### src/rtl/serial_mem_responder_if.sv
// Bundle of link pins and memory-port signals for serial_mem_responder.
// Modport slave is the responder side. Modport master is the CPU link plus the memory model side.
//   link_in   : CPU TX pins (idle all-zero)     link_out  : CPU RX pins (idle all-zero)
//   mem_addr  : memory address                 mem_re    : read strobe, data valid next cycle
//   mem_we    : single-cycle write strobe      mem_wdata : write data
//   mem_rdata : read data                      busy      : transaction in progress
//   err_pulse : reserved command or dropped frame
interface serial_mem_responder_if #(
  parameter int unsigned NSHIFT         = 2,
  parameter int unsigned PAYLOAD_CYCLES = 8,
  parameter int unsigned ADDR_BITS      = 16
);
  localparam int unsigned W = NSHIFT * PAYLOAD_CYCLES;

  logic [NSHIFT-1:0]    link_in;
  logic [NSHIFT-1:0]    link_out;
  logic [ADDR_BITS-1:0] mem_addr;
  logic                 mem_re;
  logic                 mem_we;
  logic [W-1:0]         mem_wdata;
  logic [W-1:0]         mem_rdata;
  logic                 busy;
  logic                 err_pulse;

  modport slave (
    input  link_in, mem_rdata,
    output link_out, mem_addr, mem_re, mem_we, mem_wdata, busy, err_pulse
  );

  modport master (
    output link_in, mem_rdata,
    input  link_out, mem_addr, mem_re, mem_we, mem_wdata, busy, err_pulse
  );
endinterface

### src/rtl/serial_mem_responder.sv
// Memory-side responder for the CPU serial link. Receives command frames on link_in
// (start, command, address payload, write-data payload), performs the access on a
// synchronous memory port and serialises read data back on link_out (start + payload).
// Ports: clk, reset (async active-low), bus (serial_mem_responder_if.slave).
// Optional: define SERIAL_MEM_RESPONDER_WRITE_ACK_EN to make writes return an ack reply
// carrying the written address; otherwise writes produce no reply.
// Assumes NSHIFT >= 2 (the command occupies link_in[1:0]).
module serial_mem_responder #(
  parameter int unsigned NSHIFT         = 2,
  parameter int unsigned PAYLOAD_CYCLES = 8,
  parameter int unsigned ADDR_BITS      = 16,
  parameter int unsigned TURNAROUND     = 1
) (
  input logic                   clk,
  input logic                   reset,
  serial_mem_responder_if.slave bus
);
  localparam int unsigned W       = NSHIFT * PAYLOAD_CYCLES;
  localparam int unsigned CntMax  = (PAYLOAD_CYCLES > TURNAROUND) ? PAYLOAD_CYCLES : TURNAROUND;
  localparam int unsigned CntW    = (CntMax > 1) ? $clog2(CntMax) : 1;
  localparam logic [CntW-1:0] PayLast  = CntW'(PAYLOAD_CYCLES - 1);
  // RD_WAIT already provides the first idle cycle, so TURN covers the rest.
  localparam logic [CntW-1:0] TurnLast = CntW'((TURNAROUND > 1) ? TURNAROUND - 2 : 0);

  typedef enum logic [3:0] {
    StIdle, StCmd, StAddr, StWdata, StWriteMem,
    StRdMem, StRdWait, StTurn, StReplyStart, StReplyData
  } state_e;

  state_e            state_q, state_d;
  logic [CntW-1:0]   cnt_q, cnt_d;
  logic [1:0]        cmd_q, cmd_d;
  logic [W-1:0]      addr_q, addr_d;
  logic [W-1:0]      data_q, data_d;
  logic [NSHIFT-1:0] link_out_q, link_out_d;
  logic              drop_q, drop_d;
  logic              mem_re, mem_we, err;
  logic              pay_last;

  always_comb begin
    state_d    = state_q;
    cnt_d      = cnt_q;
    cmd_d      = cmd_q;
    addr_d     = addr_q;
    data_d     = data_q;
    drop_d     = drop_q;
    link_out_d = '0;
    mem_re     = 1'b0;
    mem_we     = 1'b0;
    err        = 1'b0;
    pay_last   = (cnt_q == PayLast);

    unique case (state_q)
      StIdle: begin
        if (bus.link_in[0]) state_d = StCmd;
      end
      StCmd: begin
        cmd_d   = bus.link_in[1:0];
        cnt_d   = '0;
        state_d = StAddr;
      end
      StAddr: begin
        addr_d = {bus.link_in, addr_q[W-1:NSHIFT]};
        cnt_d  = pay_last ? '0 : cnt_q + CntW'(1);
        if (pay_last) begin
          if (cmd_q[1]) begin
            err     = 1'b1;
            state_d = StIdle;
          end else if (cmd_q[0]) begin
            state_d = StWdata;
          end else begin
            state_d = StRdMem;
          end
        end
      end
      StWdata: begin
        data_d = {bus.link_in, data_q[W-1:NSHIFT]};
        cnt_d  = pay_last ? '0 : cnt_q + CntW'(1);
        if (pay_last) state_d = StWriteMem;
      end
      StWriteMem: begin
        mem_we = 1'b1;
`ifdef SERIAL_MEM_RESPONDER_WRITE_ACK_EN
        state_d = StRdWait;
`else
        state_d = StIdle;
`endif
      end
      StRdMem: begin
        mem_re  = 1'b1;
        state_d = StRdWait;
      end
      StRdWait: begin
`ifdef SERIAL_MEM_RESPONDER_WRITE_ACK_EN
        data_d = cmd_q[0] ? W'(addr_q[ADDR_BITS-1:0]) : bus.mem_rdata;
`else
        data_d = bus.mem_rdata;
`endif
        cnt_d = '0;
        if (TURNAROUND > 1) state_d = StTurn;
        else                state_d = StReplyStart;
      end
      StTurn: begin
        cnt_d = (cnt_q == TurnLast) ? '0 : cnt_q + CntW'(1);
        if (cnt_q == TurnLast) state_d = StReplyStart;
      end
      StReplyStart: begin
        cnt_d   = '0;
        state_d = StReplyData;
      end
      StReplyData: begin
        cnt_d = pay_last ? '0 : cnt_q + CntW'(1);
        if (pay_last) state_d = StIdle;
      end
      default: state_d = StIdle;
    endcase

    // link_out is registered against the next state so the wire lines up with state_q.
    if (state_d == StReplyStart) begin
      link_out_d = NSHIFT'(1);
    end else if (state_d == StReplyData) begin
      link_out_d = data_q[NSHIFT-1:0];
      data_d     = {NSHIFT'(0), data_q[W-1:NSHIFT]};
    end

    // Only outside frame reception can a start be told apart from payload bits.
    // drop_q limits the error to one pulse per busy period.
    if ((state_q inside {StWriteMem, StRdMem, StRdWait, StTurn, StReplyStart, StReplyData})
        && bus.link_in[0] && !drop_q) begin
      err    = 1'b1;
      drop_d = 1'b1;
    end
    if (state_d == StIdle) drop_d = 1'b0;
  end

  always_ff @(posedge clk or negedge reset) begin
    if (!reset) begin
      state_q    <= StIdle;
      cnt_q      <= '0;
      cmd_q      <= '0;
      addr_q     <= '0;
      data_q     <= '0;
      link_out_q <= '0;
      drop_q     <= 1'b0;
    end else begin
      state_q    <= state_d;
      cnt_q      <= cnt_d;
      cmd_q      <= cmd_d;
      addr_q     <= addr_d;
      data_q     <= data_d;
      link_out_q <= link_out_d;
      drop_q     <= drop_d;
    end
  end

  assign bus.link_out  = link_out_q;
  assign bus.mem_addr  = addr_q[ADDR_BITS-1:0];
  assign bus.mem_re    = mem_re;
  assign bus.mem_we    = mem_we;
  assign bus.mem_wdata = data_q;
  assign bus.busy      = (state_q != StIdle);
  assign bus.err_pulse = err;
endmodule
### src/flat_wrapper.sv
// flat-port wrapper written by rule: the top's interface ports become plain ports
module serial_mem_responder_flat 
#(
  parameter int unsigned NSHIFT         = 2,
  parameter int unsigned PAYLOAD_CYCLES = 8,
  parameter int unsigned ADDR_BITS      = 16,
  parameter int unsigned TURNAROUND     = 1
)
  (clk, reset, bus_link_in, bus_mem_rdata, bus_link_out, bus_mem_addr, bus_mem_re, bus_mem_we, bus_mem_wdata, bus_busy, bus_err_pulse);
  serial_mem_responder_if #(.NSHIFT(NSHIFT), .PAYLOAD_CYCLES(PAYLOAD_CYCLES), .ADDR_BITS(ADDR_BITS)) bus_i ();
  input logic clk;
  input logic reset;
  input wire logic [$bits(bus_i.link_in)-1:0] bus_link_in;
  input wire logic [$bits(bus_i.mem_rdata)-1:0] bus_mem_rdata;
  output wire logic [$bits(bus_i.link_out)-1:0] bus_link_out;
  output wire logic [$bits(bus_i.mem_addr)-1:0] bus_mem_addr;
  output wire logic [$bits(bus_i.mem_re)-1:0] bus_mem_re;
  output wire logic [$bits(bus_i.mem_we)-1:0] bus_mem_we;
  output wire logic [$bits(bus_i.mem_wdata)-1:0] bus_mem_wdata;
  output wire logic [$bits(bus_i.busy)-1:0] bus_busy;
  output wire logic [$bits(bus_i.err_pulse)-1:0] bus_err_pulse;
  assign bus_i.link_in = bus_link_in;
  assign bus_i.mem_rdata = bus_mem_rdata;
  assign bus_link_out = bus_i.link_out;
  assign bus_mem_addr = bus_i.mem_addr;
  assign bus_mem_re = bus_i.mem_re;
  assign bus_mem_we = bus_i.mem_we;
  assign bus_mem_wdata = bus_i.mem_wdata;
  assign bus_busy = bus_i.busy;
  assign bus_err_pulse = bus_i.err_pulse;
  serial_mem_responder #(.NSHIFT(NSHIFT), .PAYLOAD_CYCLES(PAYLOAD_CYCLES), .ADDR_BITS(ADDR_BITS), .TURNAROUND(TURNAROUND)) u_core (.clk(clk), .reset(reset), .bus(bus_i));
endmodule
### config.mk
export PLATFORM = sky130hd
export DESIGN_NAME = serial_mem_responder_flat
export DESIGN_NICKNAME = d
export VERILOG_FILES = /design/src/rtl/serial_mem_responder_if.sv /design/src/rtl/serial_mem_responder.sv /design/src/flat_wrapper.sv
export SDC_FILE = /design/constraint.sdc
export NUM_CORES = 1
export LEC_CHECK = 0
export BUFFER_PORTS_ARGS = -buffer_cell sky130_fd_sc_hd__buf_2
export CORE_MARGIN = 5
export CORE_UTILIZATION = 40
export DETAILED_ROUTE_END_ITERATION = 6
export HOLD_SLACK_MARGIN = 0.12
export SETUP_SLACK_MARGIN = 0.02
export SLEW_MARGIN = 30
export SYNTH_ARGS = -nofsm -noshare
export SYNTH_HDL_FRONTEND = slang
export SYNTH_SLANG_ARGS = --single-unit
export TNS_END_PERCENT = 5
### constraint.sdc
create_clock -name clk -period 2.35 [get_ports clk]
set_clock_uncertainty 0.2 [all_clocks]
set_input_delay 0.235 -clock clk [delete_from_list [all_inputs] [get_ports clk]]
set_output_delay 0.235 -clock clk [all_outputs]
set_load 0.01 [all_outputs]
==> results.json, run 1 <==
{
  "ant_nets": 0,
  "p_leak_nw": 1.30,
  "cp.arrival_ps": 2210,
  "required_ps": 2330,
  "synth.largest_area_cell": "dfrtp_1",
  "synthAdderAreaFrac_pct": 2.46,
  "synth_area_mm2": 0.00204,
  "wl_per_cell_um": 14.4,
  "drive_gt1_share_pct": 39.7,
  "synth_compound_area_share_pct": 20.2,
  "path_clk_slew_ps": 80,
  "r2r_start": "u_core.cnt_q[0]",
  "synth-simple-area-share_pct": 9.52,
  "syn_to_final_growth_pct": 35.0,
  "syn_inst": 173,
  "cts.sink_count": 44,
  "rrSetupSlack_ps": 120,
  "startpoint_type": "flop",
  "yosys_warnings": 0,
  "finalCritPeriodShare_pct": 94.9,
  "max-vdd-ir-drop_uv": 556,
  "dieArea_mm2": 0.00662,
  "max_slew.worst_pin.slew_ps": 659,
  "max_freq_mhz": 448,
  "fin_setup_tns_ps": 0,
  "io_pins": 58,
  "clk_latency_ps": 290,
  "worstPathCellList": "ha_1 -> ha_1 -> a32o_1 -> or3_1 -> o41a_1",
  "gp_routability_congestion": 0.791,
  "worstReg2RegEnd": "u_core.drop_q",
  "cts_root_buf": "clkbuf_8",
  "start_util_pct": 40.4,
  "numPortBuffers": 57,
  "post-dp-hpwl_um": 3110,
  "hold_class": "flop to flop",
  "routed_wl_um": 4620,
  "synth-seq-cells": 44,
  "grt_overflow": 0,
  "cp-end-kind": "flop",
  "syn-num-nets": 197,
  "min_to": "u_core.bus.mem_addr[0]",
  "htree_levels": 2,
  "cts_tree": "done",
  "diodes": 0,
  "path_class": "flop to flop",
  "drt-pass1-iter-count": 4,
  "cpMaxStageDelayCell": "o41a_1",
  "die_w_um": 81.4,
  "grt_pass1_wl_um": 7870,
  "synth-main-ff-cell": "dfrtp_1",
  "synthMuxAreaShare_pct": 9.39,
  "stdcell_count": 322,
  "synth_top_area_share_pct": 54.0,
  "outcome": "finished clean",
  "rr_worst_depth": 5,
  "whs_path_depth": 1,
  "fp.coreArea_mm2": 0.00504,
  "dp_cells": 295,
  "synthXorXnorAreaFrac_pct": 0,
  "rsz0062_at_grt": "false",
  "drc_errors": 0,
  "synthArstFlopShare_pct": 100,
  "cts-buffers-inserted": 5,
  "p_per_area_mw_per_mm2": 1350,
  "yosysSeqAreaShare_pct": 54.0,
  "post_cts_buffers": 0,
  "synth_top_family_by_area": "compound AO/OA/AOI/OAI gates",
  "cp_slowest_stage_delay_ps": 440,
  "clockBufferDepth": 2,
  "rows": 26,
  "synth_edf_count": 0,
  "min_period_ps": 2230,
  "grt_pass1_vias": 1688,
  "setup_viol": 0,
  "path_max_fanout": 5,
  "crit_top_cell": "ha_1",
  "antenna_found_initial": 0,
  "nets": 275,
  "grt_max_degree": 45,
  "relSlewSlack_pct": 56.0,
  "die_h_um": 81.4,
  "drv_slew": 0,
  "avgSynthCellArea_um2": 11.8,
  "synth.area.top_cells": "dfrtp_1 54%, mux2_2 9.4%, o2bb2ai_1 6.0%",
  "hp-start": "u_core.bus.mem_addr[0]",
  "grt_use_total_pct": 15.3,
  "hold_violations": 0,
  "fillers": 443,
  "via_per_inst": 5.09,
  "max_cap_violations": 0,
  "via_count": 1640,
  "seq_area_mm2": 0.00110,
  "multi_input_area_um2": 890,
  "ys_types": 37,
  "drt_iter0_markers": 141
}
metrics by stage:
stage,util (%),cell area (um2),total power [mW],setup slack [ps],hold slack [ps]
2_1_floorplan,-,2040,2.53,258,-261
6_report,54.6,2750,3.72,119,309
5_1_grt,54.6,2750,4.01,23.8,340
3_3_place_gp,48.0,2420,3.10,67.9,154
4_1_cts,54.2,2730,3.73,37.9,311
3_5_place_dp,48.0,2420,3.10,79.9,150
worst max-delay path by stage:
stage / startpoint / end / slack, ps / cells past startpoint
detailed placement: u_core.state_q[0] / u_core.bus.mem_wdata[8] / 80 / 4
global placement: u_core.state_q[0] / u_core.bus.mem_wdata[8] / 70 / 4
floorplan: u_core.cnt_q[0] / u_core.drop_q / 260 / 5
global route: u_core.cnt_q[0] / u_core.drop_q / 20 / 6
CTS: u_core.state_q[0] / u_core.bus.mem_wdata[5] / 40 / 4
finish: u_core.cnt_q[0] / u_core.drop_q / 120 / 5
state kept, by name, summed over array words and instances (netlist names):
register              cells
u_core.drop_q             1
u_core.bus.link_out       2
u_core.cmd_q              2
u_core.state_q            4
u_core.bus.mem_wdata     16
u_core.bus.mem_addr      16
u_core.cnt_q              3
placed cells by master, fill, tap and decap left out, types with 2 or more instances in the layout:
cell            n
buf_2          57
a21oi_1         5
nor3_1          5
dfrtp_2         3
nand2b_1        4
a211oi_1        2
dlygate4sd3_1  19
nor4bb_2        2
nand2_1         5
o21ai_0         8
ha_1            4
o2bb2ai_1      14
nor2_1          6
mux2_2         17
a22oi_1        16
dfrtp_1        41
clkbuf_8        5
inv_1           6
buf_4           7
cell usage after synthesis, types with 2 or more instances:
library cell	number
nand2b_1	4
a21oi_1	5
nand2_1	5
a211oi_1	2
nor4bb_1	2
dfrtp_1	44
o21ai_0	8
ha_1	4
o2bb2ai_1	14
nor2_1	6
a22oi_1	16
inv_1	6
buf_2	12
mux2_2	17
nor3_1	6
worst max-delay path, delay by kind of cell, from the launching register on:
| family | cells | cell delay [ps] |
|---|---|---|
| and+or+nand+nor | 1 | 350 |
| AOI/OAI and AO/OA | 2 | 670 |
| DFF | 1 | 410 |
| adders and majority gates | 2 | 490 |
cell families after synthesis:
| group | after synthesis |
|---|---|
| AOI/OAI and AO/OA | 55 |
| DFF | 44 |
| and+or+nand+nor | 34 |
| buffers and inverters | 19 |
| muxes | 17 |
| adders and majority gates | 4 |
power by group:
group / leakage (nW) / internal (mW) / switching, mW
sequential: 0.548 / 1.11 / 0.303
combinational: 0.701 / 0.877 / 0.864
clock: 0.0552 / 0.316 / 0.248
total: 1.30 / 2.30 / 1.41
metal layers:
| metal | global-route usage (%) | share of wire [%] | vias up |
|---|---|---|---|
| met5 | 0 | 0 | - |
| li1 | - | - | 797 |
| met1 | 20.5 | 45 | 791 |
| met3 | 3.88 | 5.0 | 10 |
| met2 | 23.5 | 48 | 42 |
| met4 | 6.59 | 2.3 | 0 |
cell type report:
class,instances,area share [%]
clock buffers,6,2.64
clock inverters,2,1.27
inverters,6,0.819
multi-input cells,110,32.3
flip-flops and latches,44,40.2
well taps,70,3.18
repair buffers,84,19.6
repair_timing:
action	CTS	global route
pin swaps	0	1
resized for setup	2	6
setup endpoints to repair	1	17
endpoints found under the hold margin	64	0
hold buffers	19	0
Power figures use the tool's default switching activity.
==> run 2: changes to the inputs <==
--- a/config.mk
+++ b/config.mk
@@ -7,7 +7,7 @@
 export LEC_CHECK = 0
 export BUFFER_PORTS_ARGS = -buffer_cell sky130_fd_sc_hd__buf_2
 export CORE_MARGIN = 5
-export CORE_UTILIZATION = 40
+export CORE_UTILIZATION = 32
 export DETAILED_ROUTE_END_ITERATION = 6
 export HOLD_SLACK_MARGIN = 0.12
 export SETUP_SLACK_MARGIN = 0.02
==> run 2 against run 1 <==
Compared with the run above:
- non-clock buffer count increased by 3
- global-route usage decreased by 3.6 points
- largest cell class unchanged
- first-iteration DRC count decreased by 41%
- routed wire length increased by 4.7%
- worst hold slack got worse by 4.8 ps
- die area increased by 22%
- setup slack improved by 12 ps
- design area increased by 0.64%
- register-to-register slack improved by 40 ps
- critical path depth unchanged
- sequential cell count unchanged
- highest routed layer unchanged
- clock power decreased by 11%
==> results.json, run 2 (same netlist as run 1, synthesis figures left out) <==
{
  "dp_cells": 305,
  "cp.arrival_ps": 1780,
  "numPortBuffers": 57,
  "grt_overflow": 0,
  "drt-pass1-iter-count": 5,
  "via_per_inst": 5.02,
  "startpoint_type": "flop",
  "cts-buffers-inserted": 5,
  "final_common_cell": "buf_2",
  "gp_routability_congestion": 0.835,
  "fp.coreArea_mm2": 0.00628,
  "htree_levels": 2,
  "io_pins": 58,
  "grt_pass1_vias": 1676,
  "die_w_um": 89.8,
  "syn_to_final_growth_pct": 35.9,
  "setup_viol": 0,
  "p_per_area_mw_per_mm2": 1340,
  "p_leak_nw": 1.31,
  "hold_class": "flop to flop",
  "clockBufferDepth": 2,
  "cts_tree": "done",
  "outcome": "finished clean",
  "start_util_pct": 32.5,
  "grt_use_total_pct": 11.7,
  "dieArea_mm2": 0.00807,
  "path_class": "flop to output port",
  "required_ps": 1910,
  "layout_common_cells": "57 x buf_2, 43 x dfrtp_1, 19 x dlygate4sd3_1",
  "ant_nets": 0,
  "max_freq_mhz": 451,
  "relSlewSlack_pct": 55.3,
  "min_period_ps": 2220,
  "grt_pass1_wl_um": 7860,
  "path_max_fanout": 10,
  "finalCritPeriodShare_pct": 94.4,
  "drt_iter0_markers": 83,
  "cts_root_buf": "clkbuf_8",
  "fin_setup_tns_ps": 0,
  "via_count": 1665,
  "hold_violations": 0,
  "routed_wl_um": 4840,
  "nets": 278,
  "drc_errors": 0,
  "max_cap_violations": 0,
  "hold-worst-slack_ps": 304,
  "drv_slew": 0,
  "die_h_um": 89.8,
  "rsz0062_at_grt": "false",
  "fillers": 608,
  "max-vdd-ir-drop_uv": 743,
  "grt_max_degree": 45,
  "wl_per_cell_um": 14.6,
  "rows": 29,
  "diodes": 0,
  "antenna_found_initial": 0,
  "cp-end-kind": "output port",
  "stdcell_count": 332,
  "max_slew.worst_pin.slew_ps": 669,
  "post-dp-hpwl_um": 3360,
  "drive_gt1_share_pct": 39.2,
  "cts.sink_count": 44,
  "clk_latency_ps": 300,
  "path_clk_slew_ps": 80
}
run 2: through the flow:
| stage | cell area, um2 | util [%] | power (mW) | setup slack [ps] |
|---|---|---|---|---|
| after floorplan | 2040 | - | 2.53 | 258 |
| after global placement | 2460 | 39.2 | 3.14 | 213 |
| after detailed placement | 2460 | 39.2 | 3.17 | 150 |
| after CTS | 2760 | 43.9 | 3.73 | 58.1 |
| after global routing | 2770 | 44.1 | 3.99 | 46.9 |
| final | 2770 | 44.1 | 3.70 | 131 |
run 2: power breakdown:
group	switching [mW]	total, mW	internal, mW
logic	0.905	1.82	0.911
clock network	0.261	0.499	0.238
registers	0.277	1.38	1.11
run 2: final timing paths:
check                      cells after the start                endpoint  slack (ps)                    from
max                                            5           bus_err_pulse         130       u_core.state_q[3]
max reg2reg                                    5           u_core.drop_q         160         u_core.cnt_q[0]
min                                            1  u_core.bus.mem_addr[1]         300  u_core.bus.mem_addr[1]
max in group asynchronous                      3       u_core.state_q[2]        1200                   reset
min reg2reg                                    1  u_core.bus.mem_addr[1]         300  u_core.bus.mem_addr[1]
min in group asynchronous                      3  u_core.bus.link_out[1]         340                   reset
run 2: area by class of cell:
class / instances / area, um2 / area share (%)
multi-input cells: 110 / 888 / 32.1
flip-flops and latches: 44 / 1100 / 39.8
repair buffers: 87 / 562 / 20.3
clock inverters: 2 / 15.0 / 0.542
clock buffers: 6 / 82.6 / 2.98
well taps: 77 / 96.3 / 3.48
inverters: 6 / 22.5 / 0.813
run 2: routing by layer:
| metal | vias to the layer above | share of wire, % | global-route usage [%] |
|---|---|---|---|
| met5 | - | 0 | 0 |
| met4 | 0 | 2.2 | 5.29 |
| met3 | 8 | 6.5 | 3.92 |
| met2 | 48 | 45 | 17.6 |
| met1 | 803 | 46 | 15.1 |
| li1 | 806 | - | - |
run 2: critical path, cell delays in order (launching register included):
cell and delay [ps]:
dfrtp_1 480, nor4b_4 430, buf_6 210, nand3_1 90, o31ai_1 90, buf_2 190
run 2: what timing repair did:
| item | in CTS | in global routing |
|---|---|---|
| gates resized for setup | 1 | 3 |
| hold buffers | 19 | 0 |
| setup endpoints to repair | 1 | 15 |
| endpoints found under the hold margin | 64 | 0 |
| pin swaps | 1 | 1 |
| buffers inserted | 0 | 0 |
